===== src/rtl/systolic_pkg.sv =====
// Shared definitions for the systolic array feeder.
//   - default geometry of the 3x3 array and element width
//   - feeder state encoding
//   - write-port address width and feed-length helper
package systolic_pkg;

    localparam int DATA_W_DEF      = 8;
    localparam int ROW_DEF         = 3;
    localparam int COL_DEF         = 3;
    localparam int NUM_DEF         = 3;
    localparam int DRAIN_EXTRA_DEF = 2;

    // Write address covers r*NUM+k (A) or k*COL+c (B); 4 bits spans the 3x3 case.
    localparam int ADDR_W = 4;

    typedef enum logic [1:0] {
        IDLE = 2'd0,
        FEED = 2'd1,
        DONE = 2'd2
    } state_t;

    // Number of FEED cycles: the last skewed element leaves at
    // NUM+max(ROW,COL)-2, then the PE pipeline drains and the far column settles.
    function automatic int feed_len(int num, int row, int col, int drain);
        return num + ((row > col) ? row : col) - 1 + drain + (col - 1);
    endfunction

endpackage


===== src/rtl/skew_sel.sv =====
// Per-lane skew selector (combinational).
//   lane : lane index (row i or column j), i.e. its delay in cycles
//   t    : feed step
//   vec  : the NUM elements this lane streams, element k at vec[k]
//   elem : vec[t-lane] when 0 <= t-lane < NUM, otherwise 0
module skew_sel
    import systolic_pkg::*;
#(
    parameter int DATA_W = DATA_W_DEF,
    parameter int NUM    = NUM_DEF,
    parameter int CNT_W  = 4
) (
    input  logic [CNT_W-1:0]           lane,
    input  logic [CNT_W-1:0]           t,
    input  logic [NUM-1:0][DATA_W-1:0] vec,
    output logic [DATA_W-1:0]          elem
);

    // Compare t against lane+k rather than subtracting, so no underflow
    // handling is needed for steps before the lane's first element.
    always_comb begin
        elem = '0;
        for (int k = 0; k < NUM; k++) begin
            if ({1'b0, t} == ({1'b0, lane} + (CNT_W + 1)'(k)))
                elem = vec[k];
        end
    end

endmodule


===== src/rtl/systolic_feeder.sv =====
// Skewed operand feeder for the 3x3 output-stationary systolic MAC array.
// Holds one A (ROW x NUM) and one B (NUM x COL) matrix loaded via a write
// port; on start streams row i of A delayed by i cycles and column j of B
// delayed by j cycles, with a per-row first-element tag.
//   clk, rst_n           : clock, asynchronous active-low reset
//   wr_en/wr_sel/wr_addr : element write (sel 0 = A at r*NUM+k, 1 = B at k*COL+c)
//   wr_data              : signed element
//   start                : begin a feed sequence (only accepted in IDLE)
//   busy, done           : sequence in progress / one-cycle end pulse
//   din_r1..3, din_c1..3 : registered row / column streams
//   in_tag_new           : bit i high on row i's first element
module systolic_feeder
    import systolic_pkg::*;
#(
    parameter int DATA_W      = DATA_W_DEF,
    parameter int ROW         = ROW_DEF,
    parameter int COL         = COL_DEF,
    parameter int NUM         = NUM_DEF,
    parameter int DRAIN_EXTRA = DRAIN_EXTRA_DEF
) (
    input  logic              clk,
    input  logic              rst_n,
    input  logic              wr_en,
    input  logic              wr_sel,
    input  logic [ADDR_W-1:0] wr_addr,
    input  logic [DATA_W-1:0] wr_data,
    input  logic              start,
    output logic              busy,
    output logic              done,
    output logic [DATA_W-1:0] din_r1,
    output logic [DATA_W-1:0] din_r2,
    output logic [DATA_W-1:0] din_r3,
    output logic [DATA_W-1:0] din_c1,
    output logic [DATA_W-1:0] din_c2,
    output logic [DATA_W-1:0] din_c3,
    output logic [ROW-1:0]    in_tag_new
);

    localparam int L     = feed_len(NUM, ROW, COL, DRAIN_EXTRA);
    localparam int CNT_W = $clog2(L + 1);

    state_t           state_q, state_d;
    logic [CNT_W-1:0] t_q, t_d;
    logic             feed_d;
    logic             wr_ok;

    logic [ROW-1:0][NUM-1:0][DATA_W-1:0] a_mem;
    logic [NUM-1:0][COL-1:0][DATA_W-1:0] b_mem;
    logic [COL-1:0][NUM-1:0][DATA_W-1:0] col_vec;

    logic [ROW-1:0][DATA_W-1:0] row_sel, row_q;
    logic [COL-1:0][DATA_W-1:0] col_sel, col_q;
    logic [ROW-1:0]             tag_q;

    // ---------------- control FSM ----------------
    always_ff @(posedge clk or negedge rst_n) begin
        if (!rst_n) begin
            state_q <= IDLE;
            t_q     <= '0;
        end else begin
            state_q <= state_d;
            t_q     <= t_d;
        end
    end

    // A simultaneous write wins over start: the write lands, start is dropped.
    always_comb begin
        state_d = state_q;
        t_d     = t_q;
        case (state_q)
            IDLE: begin
                if (start && !wr_en) begin
                    state_d = FEED;
                    t_d     = '0;
                end
            end
            FEED: begin
                if (t_q == CNT_W'(L - 1)) begin
                    state_d = DONE;
                    t_d     = '0;
                end else begin
                    t_d = t_q + 1'b1;
                end
            end
            DONE:    state_d = IDLE;
            default: state_d = IDLE;
        endcase
    end

    assign busy   = (state_q == FEED);
    assign done   = (state_q == DONE);
    assign feed_d = (state_d == FEED);
    assign wr_ok  = wr_en && (state_q == IDLE);

    // ---------------- matrix storage ----------------
    // Addresses past the last element match no slot and are dropped.
    always_ff @(posedge clk or negedge rst_n) begin
        if (!rst_n) begin
            a_mem <= '0;
            b_mem <= '0;
        end else if (wr_ok) begin
            for (int r = 0; r < ROW; r++)
                for (int k = 0; k < NUM; k++)
                    if (!wr_sel && wr_addr == ADDR_W'(r * NUM + k))
                        a_mem[r][k] <= wr_data;
            for (int k = 0; k < NUM; k++)
                for (int c = 0; c < COL; c++)
                    if (wr_sel && wr_addr == ADDR_W'(k * COL + c))
                        b_mem[k][c] <= wr_data;
        end
    end

    // Transpose B so each column lane sees its NUM elements as one vector.
    always_comb begin
        col_vec = '0;
        for (int c = 0; c < COL; c++)
            for (int k = 0; k < NUM; k++)
                col_vec[c][k] = b_mem[k][c];
    end

    // ---------------- skew lanes ----------------
    // Lanes select on the next step t_d so the registered outputs show step t
    // in the t-th cycle after the accept edge.
    for (genvar gi = 0; gi < ROW; gi++) begin : g_row
        skew_sel #(.DATA_W(DATA_W), .NUM(NUM), .CNT_W(CNT_W)) u_sel (
            .lane (CNT_W'(gi)),
            .t    (t_d),
            .vec  (a_mem[gi]),
            .elem (row_sel[gi])
        );
    end

    for (genvar gj = 0; gj < COL; gj++) begin : g_col
        skew_sel #(.DATA_W(DATA_W), .NUM(NUM), .CNT_W(CNT_W)) u_sel (
            .lane (CNT_W'(gj)),
            .t    (t_d),
            .vec  (col_vec[gj]),
            .elem (col_sel[gj])
        );
    end

    // ---------------- output registers ----------------
    always_ff @(posedge clk or negedge rst_n) begin
        if (!rst_n) begin
            row_q <= '0;
            col_q <= '0;
            tag_q <= '0;
        end else begin
            for (int r = 0; r < ROW; r++) begin
                row_q[r] <= feed_d ? row_sel[r] : '0;
                tag_q[r] <= feed_d && (t_d == CNT_W'(r));
            end
            for (int c = 0; c < COL; c++)
                col_q[c] <= feed_d ? col_sel[c] : '0;
        end
    end

    assign din_r1     = row_q[0];
    assign din_r2     = row_q[1];
    assign din_r3     = row_q[2];
    assign din_c1     = col_q[0];
    assign din_c2     = col_q[1];
    assign din_c3     = col_q[2];
    assign in_tag_new = tag_q;

endmodule

===== config.mk =====
export PLATFORM = sky130hd
export DESIGN_NAME = systolic_feeder
export DESIGN_NICKNAME = d
export VERILOG_FILES = /design/src/rtl/systolic_pkg.sv /design/src/rtl/skew_sel.sv /design/src/rtl/systolic_feeder.sv
export SDC_FILE = /design/constraint.sdc
export NUM_CORES = 1
export LEC_CHECK = 0
export ABC_AREA = 1
export CAP_MARGIN = 40
export CORE_ASPECT_RATIO = 0.8
export CORE_UTILIZATION = 47
export DETAILED_ROUTE_END_ITERATION = 12
export PLACE_DENSITY = 0.64
export SYNTH_ARGS = -nofsm -noshare
export SYNTH_HDL_FRONTEND = slang
export SYNTH_SLANG_ARGS = --single-unit

===== constraint.sdc =====
create_clock -name clk -period 3.8 [get_ports clk]
set_clock_uncertainty 0.15 [all_clocks]
set_input_delay 0.76 -clock clk [delete_from_list [all_inputs] [get_ports clk]]
set_output_delay 0.76 -clock clk [all_outputs]
set_load 0.05 [all_outputs]

==> results.ini, run 1 <==
[global_routing]
grt_overflow = 0
grt_pass1_vias = 6513
gr-usage-all-layers_pct = 23.3
grt_pass1_wl_um = 35700
grt_antenna_before_repair = 0
grt_max_degree = 85

[power]
p_seq_share_pct = 33.7
p_sw_mw = 3.93
intPower_mw = 5.17
finalPower_mw = 9.10
power_leakage_nw = 5.04
combPwrFrac_pct = 44.4
p_clk_share_pct = 21.9
swShare_pct = 43.2
powerDensity_mw_per_mm2 = 878
vdd_drop_max_uv = 421

[drt]
firstDrtPassIters = 5
num_vias = 6861
drtAntennaViolNets = 0
drc_errors = 0
viasPerCell = 5.25
totalWireLength_um = 21500
drtIter0Drc = 520
wl_per_cell_um = 16.5

[synthesis]
synth_edf_count = 0
synthesis.instances = 995
synth_top_family_by_area = simple AND/OR/NAND/NOR gates
synth-seq-cells = 201
yosysUniqueCellTypes = 33
yosys.area_share.adder_pct = 0.283
synth_compound_area_share_pct = 11.7
synthesis.nets = 1014
dominantRegCellSynth = dfrtp_1
async_reset_ff_share_pct = 100
synth_largest_area_cell = dfrtp_1
ys_seq_area_share_pct = 56.8
yosys_warnings = 0
muxShareOfSynthArea_pct = 0
synthTopCellsByArea = dfrtp_1 57%, nand2_1 6.4%, a21oi_1 5.0%
synth_most_common_cell = dfrtp_1
yosys.area.top_type_share_pct = 56.8
synthSimpleGateAreaFrac_pct = 23.0
syn-mean-instance-area_um2 = 8.90
synthXorXnorAreaFrac_pct = 0.0990
syn_area_mm2 = 0.00885
ys_top_cells_by_count = 201 x dfrtp_1, 152 x nand2_1, 113 x nor2_1

[finish]
syn_to_final_growth_pct = 17.1
utilization_pct = 56.7
diodes = 0
final_area_mm2 = 0.0104
fin_nets = 1061
multi_input_area_mm2 = 0.00311
drive_gt1_share_pct = 8.54
fillers = 1701
ff_latch_area_mm2 = 0.00503

[floorplan]
io_pins = 70
dieArea_mm2 = 0.0194
fp.dieH_um = 125
fp.dieW_um = 155
core_region_area_mm2 = 0.0183
rows = 44
start_util_pct = 48.4

[clock_network]
path_clk_slew_ns = 0.06
cts_buffer_depth = 3
cts_setup_buffers = 0
holdBufCountCts = 0
tritoncts = built
cts.sinks = 201
numCtsBuffers = 21
ctsResizeCount = 0
htreeDepth = 1
cts_root_buffer = clkbuf_16
clk_latency_ns = 0.50

[timing]
hold_viol = 0
slew_headroom_pct = 45.9
setup_viol = 0
period_minus_slack_ns = 2.87
rsz0062_at_grt = no
fin_crit_sh_pct = 75.5
max_slew.worst_pin.slew_ns = 0.806
setup-tns-final_ns = 0
finalMaxSlewViolations = 0
fmax_ghz = 0.348

[flow_run]
drv_cap = 0

[setup_path]
cp-start-kind = flop
crit_chain = nor2_2 -> clkdlybuf4s50_1
slowest_delay_ns = 0.83
cp_data_arrival_time_ns = 1.96
critPathMaxFanout = 5
cpLargestDelayFamily = buffers and inverters
cp_slowest_cell = clkdlybuf4s50_1
critPathRequiredTime_ns = 2.89
path_buf_inv = 1
crit_type = reg -> out
end_kind = output pin

[min_path]
min-delay-path-class = in -> async

[placed_design]
dp_hpwl_um = 13200
post_dp_cell_area_mm2 = 0.00970
routabilityCongestion = 0.795
io_buffers = 69

[status]
status = complete, no violations

==> stage by stage <==
stage	hold WS [ns]	setup WS [ns]	std cells
final	0.131	0.930	1307
after global routing	0.175	0.879	1307
after CTS	0.158	0.913	1307
after detailed placement	0.321	0.759	1272
after global placement	0.316	0.761	1272
after floorplan	0.298	1.54	995
==> kinds of logic (layout without fill, tap and decap cells) <==
logic type                 after synthesis  after routing
xor gates and xnor gates                 1              1
and+or+nand+nor                        426            426
AOI/OAI and AO/OA                      195            195
DFF                                    201            201
adders and majority gates                2              2
buffers and inverters                  170            229
==> cells in the final DEF (no fill, tap or decap), types with 2 or more instances in the layout <==
cell type / n
nand2_1: 152
clkbuf_8: 6
nor4_4: 3
nand3_2: 3
o21ai_0: 76
nand3_1: 75
nand4_1: 53
nor2_2: 4
ha_1: 2
inv_1: 97
nor2_1: 113
clkdlybuf4s50_1: 68
clkinv_2: 3
nand2_2: 8
clkbuf_16: 21
a21oi_1: 88
nor4_1: 2
nor2_4: 8
inv_2: 9
o211ai_1: 16
clkbuf_1: 4
buf_4: 16
dfrtp_1: 201
o21ai_1: 12
==> worst register-to-register path: cells and delay by family, from the launching register on <==
family | cells | cell delay (ns)
fa+ha+maj | 1 | 0.23
buf+inv | 4 | 0.74
flops | 1 | 0.47
simple gates | 9 | 0.95
==> sequential cells by signal, summed over array words and instances, names as in the netlist <==
signal	flops
din_c3	8
b_mem	72
a_mem	72
din_r2	8
in_tag_new	3
state_q	2
din_r3	8
din_c2	8
din_c1	8
t_q	4
din_r1	8
==> power by group through the flow <==
stage	Clock (mW)	Sequential, mW	Combinational [mW]
final	1.99	3.07	4.04
after CTS	2.03	3.07	4.04
after detailed placement	0	3.10	4.03
after floorplan	0	3.42	2.62
after global placement	0	3.09	3.96
after global routing	2.11	3.13	4.47
==> routing by layer <==
layer  routed length [µm]  vias to the layer above  GRT usage (%)
met5                    0                        -              0
met4                  344                        0           4.56
met3                 1030                       28           3.55
met2                 9500                      167           35.0
met1                10700                     3296           35.9
li1                     -                     3370              -
==> final timing paths <==
check,endpoint,start,depth (start not counted),slack [ns]
worst max-delay path,busy,state_q[1],2,0.93
worst min-delay path,state_q[1],rst_n,1,0.13
worst max register to register,din_c3[4],t_q[0],14,1.19
worst min register to register,b_mem[61],b_mem[61],2,0.33
max in group asynchronous,a_mem[61],rst_n,2,2.41
min in group clk,b_mem[61],b_mem[61],2,0.33
==> final cells by class <==
class	instances	share of cell area, %
Timing Repair Buffer	86	8.05
Sequential cell	201	48.5
Clock buffer	30	5.88
Tap cell	253	3.05
Clock inverter	5	0.519
Multi-Input combinational cell	624	30.0
Inverter	108	3.94
Power figures use the tool's default switching activity.
==> run 2, diff against run 1 <==
==> constraint.sdc (replaced) <==
create_clock -name clk -period 2.66 [get_ports clk]
set_clock_uncertainty 0.15 [all_clocks]
set_input_delay 0.532 -clock clk [delete_from_list [all_inputs] [get_ports clk]]
set_output_delay 0.532 -clock clk [all_outputs]
set_load 0.05 [all_outputs]
==> run 2 against run 1 <==
  * Combinational power up 51%
  * Critical path depth is the same
  * Count of clock-buffer cells in the layout unchanged
  * Global-route usage increased by 1.2 points
  * Largest power group unchanged
==> results.ini, run 2 (same netlist as run 1, synthesis figures left out) <==
[floorplan]
start_util_pct = 48.4
fp.dieW_um = 155
io_pins = 70
rows = 44
core_region_area_mm2 = 0.0183
dieArea_mm2 = 0.0194
fp.dieH_um = 125

[clock_network]
cts_root_buffer = clkbuf_16
cts.sinks = 201
path_clk_slew_ns = 0.06
htreeDepth = 1
clk_latency_ns = 0.50
numCtsBuffers = 21
tritoncts = built
cts_buffer_depth = 3

[drt]
firstDrtPassIters = 4
drtIter0Drc = 494
num_vias = 7101
viasPerCell = 5.31
totalWireLength_um = 22600
drtAntennaViolNets = 0
drc_errors = 0
wl_per_cell_um = 16.9

[setup_path]
critPathMaxFanout = 5
crit_type = reg -> out
end_kind = output pin
cp-start-kind = flop
critPathRequiredTime_ns = 1.98
startpoint = state_q[1]
cp_data_arrival_time_ns = 1.70
rr_startpoint = t_q[0]

[timing]
rsz0062_at_grt = no
period_minus_slack_ns = 2.38
setup_viol = 0
max_slew.worst_pin.slew_ns = 0.689
hold_viol = 0
fmax_ghz = 0.421
finalMaxSlewViolations = 0
slew_headroom_pct = 54.1
setup-tns-final_ns = 0
fin_crit_sh_pct = 89.4

[power]
finalPower_mw = 13.3
vdd_drop_max_uv = 627
powerDensity_mw_per_mm2 = 1240
power_leakage_nw = 5.23

[finish]
syn_to_final_growth_pct = 21.3
fin_nets = 1092
utilization_pct = 58.8
layout_commonest_cell = dfrtp_1
fillers = 1649
mostFrequentLayoutCells = 201 x dfrtp_1, 152 x nand2_1, 113 x nor2_1
drive_gt1_share_pct = 10.9
reg_top3 = a_mem: 72 flops, b_mem: 72 flops
diodes = 0

[global_routing]
grt_pass1_wl_um = 37600
grt_max_degree = 75
grt_antenna_before_repair = 0
grt_overflow = 0
gr-usage-all-layers_pct = 24.5
grt_pass1_vias = 6998

[placed_design]
dp_hpwl_um = 14000
routabilityCongestion = 0.801
io_buffers = 69

[min_path]
hold_start = b_mem[61]
min-delay-path-class = reg -> reg

[status]
status = complete, no violations

[flow_run]
drv_cap = 0

## run 2: cell types whose count changed in the layout (fill, tap and decap cells not counted)
cell / previous run / this run
buf_12: 1 / 14
buf_4: 16 / 33
clkbuf_1: 4 / 6
clkbuf_8: 6 / 4
clkdlybuf4s50_1: 68 / 66
dlygate4sd2_1: 0 / 2
dlygate4sd3_1: 0 / 1
## run 2: path summary, 6_finish.rpt
path / end / slack, ns / depth (start not counted)
setup reg to reg: din_r1[1] / 0.33 / 12
max in group asynchronous: b_mem[35] / 1.16 / 3
hold reg to reg: b_mem[61] / 0.33 / 2
hold / removal: b_mem[61] / 0.33 / 2
min in group asynchronous: b_mem[52] / 0.49 / 2
setup / recovery: busy / 0.28 / 2
## run 2: where the power goes
part	switching, mW	total, mW	internal (mW)
logic	4.07	6.11	2.04
clock network	1.18	2.81	1.63
registers	0.441	4.38	3.94
total	5.69	13.3	7.61
## run 2: final cells by class
cell class / instances / area, µm² / area share (%)
clock buffer: 30 / 589 / 5.49
clock inverter: 5 / 53.8 / 0.501
inverter: 108 / 408 / 3.80
multi-input combinational: 624 / 3110 / 29.0
sequential: 201 / 5030 / 46.8
tap: 253 / 317 / 2.95
timing repair buffer: 117 / 1230 / 11.5
## run 2: critical path: stages (launching register included)
cell and delay, ns:
dfrtp_1 0.46, nor2_2 0.19, dlygate4sd2_1 0.55
## run 2: per-layer routing
layer | track usage, % | share of wire, % | vias up
li1 | - | - | 3421
met1 | 35.9 | 48 | 3479
met2 | 38.6 | 45 | 168
met3 | 3.72 | 5.0 | 33
met4 | 5.07 | 1.9 | 0
met5 | 0 | 0 | -
## run 2: stage by stage
| step | worst slack (ns) | cells | area (µm²) | hold WS (ns) |
|---|---|---|---|---|
| detailed placement | 0.0715 | 1302 | 10100 | 0.323 |
| CTS | 0.253 | 1338 | 10700 | 0.338 |
| finish | 0.282 | 1338 | 10700 | 0.335 |
| global route | 0.134 | 1338 | 10700 | 0.351 |
| global placement | 0.117 | 1302 | 10100 | 0.313 |
| floorplan | 0.402 | 995 | 8850 | 0.0864 |
## run 2: what timing repair did
action / in CTS / in global routing
hold endpoints to repair: 69 / 0
hold buffers: 1 / 0
setup endpoints to repair: 2 / 0
setup buffers: 0 / 0
gates resized for setup: 2 / 0
==> run 3, diff against run 2 <==
--- a/config.mk
+++ b/config.mk
@@ -5,12 +5,11 @@
 export SDC_FILE = /design/constraint.sdc
 export NUM_CORES = 1
 export LEC_CHECK = 0
-export ABC_AREA = 1
 export CAP_MARGIN = 40
 export CORE_ASPECT_RATIO = 0.8
 export CORE_UTILIZATION = 47
 export DETAILED_ROUTE_END_ITERATION = 12
-export PLACE_DENSITY = 0.64
+export PLACE_DENSITY = 0.66
 export SYNTH_ARGS = -nofsm -noshare
 export SYNTH_HDL_FRONTEND = slang
 export SYNTH_SLANG_ARGS = --single-unit
==> constraint.sdc (replaced) <==
create_clock -name clk -period 2.1 [get_ports clk]
set_clock_uncertainty 0.15 [all_clocks]
set_input_delay 0.42 -clock clk [delete_from_list [all_inputs] [get_ports clk]]
set_output_delay 0.42 -clock clk [all_outputs]
set_load 0.05 [all_outputs]
==> run 3 against run 2 <==
  * Critical path depth rose by 6
  * The run now ends with setup timing left
  * Largest cell class unchanged
  * Largest power group unchanged
  * Sequential share of layout area fell by 2.9 points
  * Wire length fell by 8.5%
  * First-iteration DRC count fell by 40%
  * Critical path type is now reg -> reg
  * Critical endpoint is now din_r2[3]
  * Utilization rose by 6.5 points
  * Highest routed layer unchanged
  * Non-clock buffer count rose by 45
==> results.ini, run 3 <==
[timing]
period_minus_slack_ns = 2.27
finalMaxSlewViolations = 0
setup_viol = 70
max_slew.worst_pin.slew_ns = 0.556
fmax_ghz = 0.440
slew_headroom_pct = 62.8
hold_viol = 0
rsz0062_at_grt = yes
fin_crit_sh_pct = 108
holdWs_ns = 0.277
finalWorstSetupSlack_ns = -0.174

[finish]
fillers = 1281
fin_nets = 792
drive_gt1_share_pct = 50.0
reg_top3 = a_mem: 72 flops, b_mem: 72 flops
ff_latch_area_mm2 = 0.00503
layout_commonest_cell = dfrtp_1
diodes = 0
multi_input_area_mm2 = 0.00375
mostFrequentLayoutCells = 199 x dfrtp_1, 143 x mux2_2, 72 x buf_4
syn_to_final_growth_pct = 34.4

[synthesis]
synth_edf_count = 0
async_reset_ff_share_pct = 100
synthTopCellsByArea = dfrtp_1 59%, mux2_2 21%, nand2_1 2.3%
syn-mean-instance-area_um2 = 13.5
synth-seq-cells = 201
syn_area_mm2 = 0.00852
yosysUniqueCellTypes = 42
synth_most_common_cell = dfrtp_1
yosys_warnings = 0
dominantRegCellSynth = dfrtp_1
synthesis.instances = 633
ys_seq_area_share_pct = 59.0
ys_top_cells_by_count = 201 x dfrtp_1, 160 x mux2_2, 53 x nand2_1
yosys.area.top_type_share_pct = 59.0
synth_largest_area_cell = dfrtp_1
synthesis.nets = 652

[setup_path]
cp_data_arrival_time_ns = 2.48
crit_type = reg -> reg
slowest_delay_ns = 0.46
cp_slowest_cell = dfrtp_2
crit_chain = buf_6 -> nand2b_4 -> clkinvlp_4 -> buf_4 -> a221o_2 -> buf_12 -> buf_16 -> o311a_1
critPathRequiredTime_ns = 2.30
critPathMaxFanout = 6
cp-start-kind = flop
end_kind = flop

[flow_run]
drv_cap = 0

[clock_network]
clk_latency_ns = 0.49
cts_buffer_depth = 3
cts_root_buffer = clkbuf_16
cts.sinks = 201
htreeDepth = 1
tritoncts = built
numCtsBuffers = 20
path_clk_slew_ns = 0.06

[floorplan]
fp.dieW_um = 153
rows = 43
dieArea_mm2 = 0.0187
fp.dieH_um = 122
io_pins = 70
start_util_pct = 48.6
core_region_area_mm2 = 0.0175

[drt]
viasPerCell = 5.66
totalWireLength_um = 20600
num_vias = 5697
firstDrtPassIters = 6
drc_errors = 0
drtIter0Drc = 295
drtAntennaViolNets = 0
wl_per_cell_um = 20.5

[global_routing]
grt_max_degree = 52
grt_overflow = 0
gr-usage-all-layers_pct = 22.9
grt_pass1_vias = 6180
grt_pass1_wl_um = 33300
grt_antenna_before_repair = 0

[placed_design]
routabilityCongestion = 0.807
dp_hpwl_um = 12500
io_buffers = 69

[power]
vdd_drop_max_uv = 706
finalPower_mw = 16.8
power_leakage_nw = 5.56
powerDensity_mw_per_mm2 = 1470

[status]
status = complete, but fails checks
violations = setup timing

[min_path]
min-delay-path-class = in -> async

==> run 3: changes by cell type in the layout (fill, tap and decap cells not counted), moves of 17 or more <==
cell and delta:
mux2_4 +17, inv_1 -96, a21oi_1 -86, nor2_1 -83, buf_4 +39, buf_6 +17, nand3_1 -71, o21ai_0 -62
clkdlybuf4s50_1 -51, dlygate4sd2_1 +24, mux2_2 +143, nand4_1 -51, nand2_1 -105
==> run 3: final cells by class <==
class / count / area share, %
clock buffers: 28 / 5.08
clock inverters: 3 / 0.131
inverters: 7 / 0.284
multi-input cells: 381 / 32.7
flip-flops and latches: 201 / 43.9
well taps: 225 / 2.46
repair buffers: 162 / 15.4
==> run 3: power by group <==
part	switching, mW	total [mW]	internal (mW)
clock	1.39	3.31	1.91
combinational	4.56	8.64	4.08
sequential	0.360	4.89	4.53
total	6.31	16.8	10.5
==> run 3: metal layers <==
metal	up-vias	global-route usage [%]	wire length, µm
li1	2559	-	-
met1	2977	31.2	9350
met2	120	39.1	10200
met3	41	3.21	713
met4	0	6.06	429
met5	-	0	0
==> run 3: cells by family (layout without fill, tap and decap cells) <==
group | count (synthesis) | in the layout | share of synthesized area, %
fa+ha+maj | 2 | 2 | 0.294
flops | 201 | 201 | 59.0
buf+inv | 52 | 200 | 2.89
compound gates | 79 | 79 | 8.19
mux | 177 | 177 | 23.1
simple gates | 121 | 122 | 6.37
xor+xnor | 1 | 1 | 0.103
==> run 3: stage by stage <==
step                setup TNS, ns  util [%]  cells  cell area (µm²)  worst slack (ns)
global placement           -75.43      57.5    955            10100            -0.569
global route               -10.59      65.3   1007            11500            -0.203
detailed placement         -84.23      57.5    955            10100            -0.643
floorplan                   -3.00         -    633             8580            -0.206
CTS                         -3.09      63.6   1005            11200            -0.125
finish                      -4.93      65.3   1007            11500            -0.174
==> run 3: critical path, delay by kind of cell (launching register included) <==
family	cells	cell delay (ns)
buffers and inverters	5	0.70
and+or+nand+nor	1	0.10
DFF	1	0.46
AOI/OAI and AO/OA	2	0.72
==> run 3: timing repair <==
action,CTS,global route
hold buffers,1,0
setup endpoints to repair,197,107
cloned,6,1
buffers inserted,12,4
hold endpoints to repair,40,0
resized for setup,83,71
pin swaps,9,9
==> run 3: final timing paths <==
check,from,end,slack (ns),cells past startpoint
setup / recovery,state_q[0],din_r2[3],-0.17,8
hold / removal,rst_n,din_c3[3],0.28,2
setup reg to reg,state_q[0],din_r2[3],-0.17,8
hold reg to reg,b_mem[53],b_mem[53],0.35,1
max in group asynchronous,rst_n,b_mem[34],0.88,3
min in group clk,b_mem[53],b_mem[53],0.35,1
==> RTL change, RTL diff (flow settings as in run 3) <==
Reset style: synchronous (`rst_n`), changed in 3 clocked blocks. Comments in the files are not updated.
--- a/src/rtl/systolic_feeder.sv
+++ b/src/rtl/systolic_feeder.sv
@@ -53,7 +53,7 @@
     logic [ROW-1:0]             tag_q;
 
     // ---------------- control FSM ----------------
-    always_ff @(posedge clk or negedge rst_n) begin
+    always_ff @(posedge clk) begin
         if (!rst_n) begin
             state_q <= IDLE;
             t_q     <= '0;
@@ -94,7 +94,7 @@
 
     // ---------------- matrix storage ----------------
     // Addresses past the last element match no slot and are dropped.
-    always_ff @(posedge clk or negedge rst_n) begin
+    always_ff @(posedge clk) begin
         if (!rst_n) begin
             a_mem <= '0;
             b_mem <= '0;
@@ -140,7 +140,7 @@
     end
 
     // ---------------- output registers ----------------
-    always_ff @(posedge clk or negedge rst_n) begin
+    always_ff @(posedge clk) begin
         if (!rst_n) begin
             row_q <= '0;
             col_q <= '0;
Formal check against the unedited RTL: differs if rst_n is asserted again (counterexample within 4 cycles, from zero or initial values and one cycle with rst_n low); with rst_n held inactive, the same outputs for 4 cycles.
==> RTL change against run 3 <==
Sequential cell count did not move; first-iteration DRC count rose by 110%; design area rose by 5.4%; global-route usage rose by 3.9 points; the flow still finishes with violations (negative setup slack); highest routed layer unchanged; routed wire length rose by 23%; synthesized cell count rose by 47%; area after synthesis fell by 1.7%; sequential share of layout area fell by 11 points; worst setup slack got worse by 0.17 ns; die area fell by 1.6%; critical path depth fell by 1.
Power is not compared: it rests on default switching activity, and its combinational part moved more than twofold at a synthesized area within 25%.
==> RTL change: results (changes against run 3) <==
Status
  • Outcome: finished, violations left
  • Failing checks: negative setup slack

Synth
  • Sequential area share after synthesis: 48.01% (-11 points)
  • Share of flip-flops with an asynchronous set or reset: 0% (-100 points)
  • Net count after synthesis: 947 (+45%)
  • Main combinational cell family by area after synthesis: simple AND/OR/NAND/NOR gates
  • Post-synthesis mux area share: 8.734% (-14 points)
  • Commonest cells post-synth: 201 x dfxtp_1, 115 x nand2_1, 94 x nand3_1
  • Synth Area in XOR/XNOR: 0.1045% (+0.0017 points)
  • Syn Inst Count: 928 (+47%)
  • Synth cell types: 41 (-2.4%)
  • Area fraction in compound gates after synthesis: 15.99% (+7.8 points)
  • Post-Synth Adder-Cell Area: 0.2986% (+0.0050 points)

GRT
  • Global-route wire length before repair: 38150 um (+15%)
  • Largest net degree at the start of global routing: 150 (+190%)
  • Routing usage on met1: 38.33% (+7.2 points)
  • GRT Total Usage: 26.82% (+3.9 points)
  • Antenna violations before repair: 0 (unchanged)
  • Grt met2 use: 41.70% (+2.6 points)
  • Met3 Use GR: 4.549% (+1.3 points)
  • Vias in the first global route: 6975 (+13%)

Place
  • GPL Wtd Cong: 0.8049 (-0.31%)
  • Dpl ws: -0.8168 ns (-0.1742 ns)
  • Placed cells: 1243 (+30%)
  • Placed cell areas: 0.01021 sq mm (+1.3%)

Layout
  • Non-clk bufs: 211 (+30%)
  • Nets: 1102 (+39%)
  • ClkCell Share: 6.031% (+0.82 points)
  • Layout cells sized above 1: 27.71% (-22 points)
  • N_diodes: 0 (unchanged)
  • Inverters: 38 (+31)
  • Multi-input logic area: 0.004592 sq mm (+22%)
  • Leading registers by flop count: a_mem (72), b_mem (72)
  • FILL cells: 1328 (+3.7%)
  • Signal buf overhead: 18.98% (+3.6 points)
  • Non-Filler Instances: 1322 (+31%)
  • #MultiIn Comb: 610 (+60%)
  • Final core area utilization: 69.48% (+4.2 points)
  • Flip-flop and latch area: 0.004034 sq mm (-20%)

Critical path
  • Max incr delay on CP: 0.56 ns (+0.10 ns)
  • CP arrival: 2.68 ns (+0.20 ns)
  • R2r worst-path depth: 7 (-1)
  • CP max-delay cell: or4b_4

STA
  • Setup-failing EPs final: 179 (+160%)
  • Final WS setup: -0.3436 ns (-0.1697 ns)
  • Worst Tran Pin Value: 0.6178 ns (+0.06220 ns)
  • Setup TNS: -31.57 ns (-26.64 ns)

Clock network
  • Post-CTS Repair Setup Buffers: 23 (+11)
  • Number of buffers created by CTS: 21 (+5.0%)
  • PostCTS Resize Cnt: 193 (+130%)
  • Worst-Skew Late Latency: 0.50 ns

Detailed routing
  • Drt pass-1 iters: 5 (-1)
  • Drt total wl: 25300 um (+23%)
  • Routed wl met2: 11370 um (+12%)
  • WL met1: 11720 um (+25%)
  • Met3 wire length: 1611 um (+130%)
  • Via density: 5.526 (-2.3%)
  • Drt initial violations: 612 (+110%)

Worst hold path
  • Min-Delay Path Class: reg2reg
RTL change: changes by cell type after synthesis, moves of 55 or more:
cell | run 3 | this run
dfrtp_1 | 201 | 0
dfxtp_1 | 0 | 201
mux2_2 | 160 | 1
nand3_1 | 5 | 94
nor2b_1 | 5 | 78
a21boi_0 | 0 | 72
nand2_1 | 53 | 115
mux2i_1 | 17 | 72
RTL change: path summary, 6_finish.rpt:
| check | from | end | slack [ns] |
|---|---|---|---|
| setup reg to reg | state_q[1] | a_mem[8] | -0.34 |
| hold reg to reg | b_mem[40] | b_mem[40] | 0.30 |
| hold / removal | b_mem[40] | b_mem[40] | 0.30 |
| setup / recovery | state_q[1] | a_mem[8] | -0.34 |
RTL change: critical path, delay by kind of cell (launching register included):
family | cells | cell delay [ns]
AND/OR/NAND/NOR | 4 | 1.26
flip-flops | 1 | 0.35
buffers and inverters | 2 | 0.29
multiplexers | 1 | 0.27
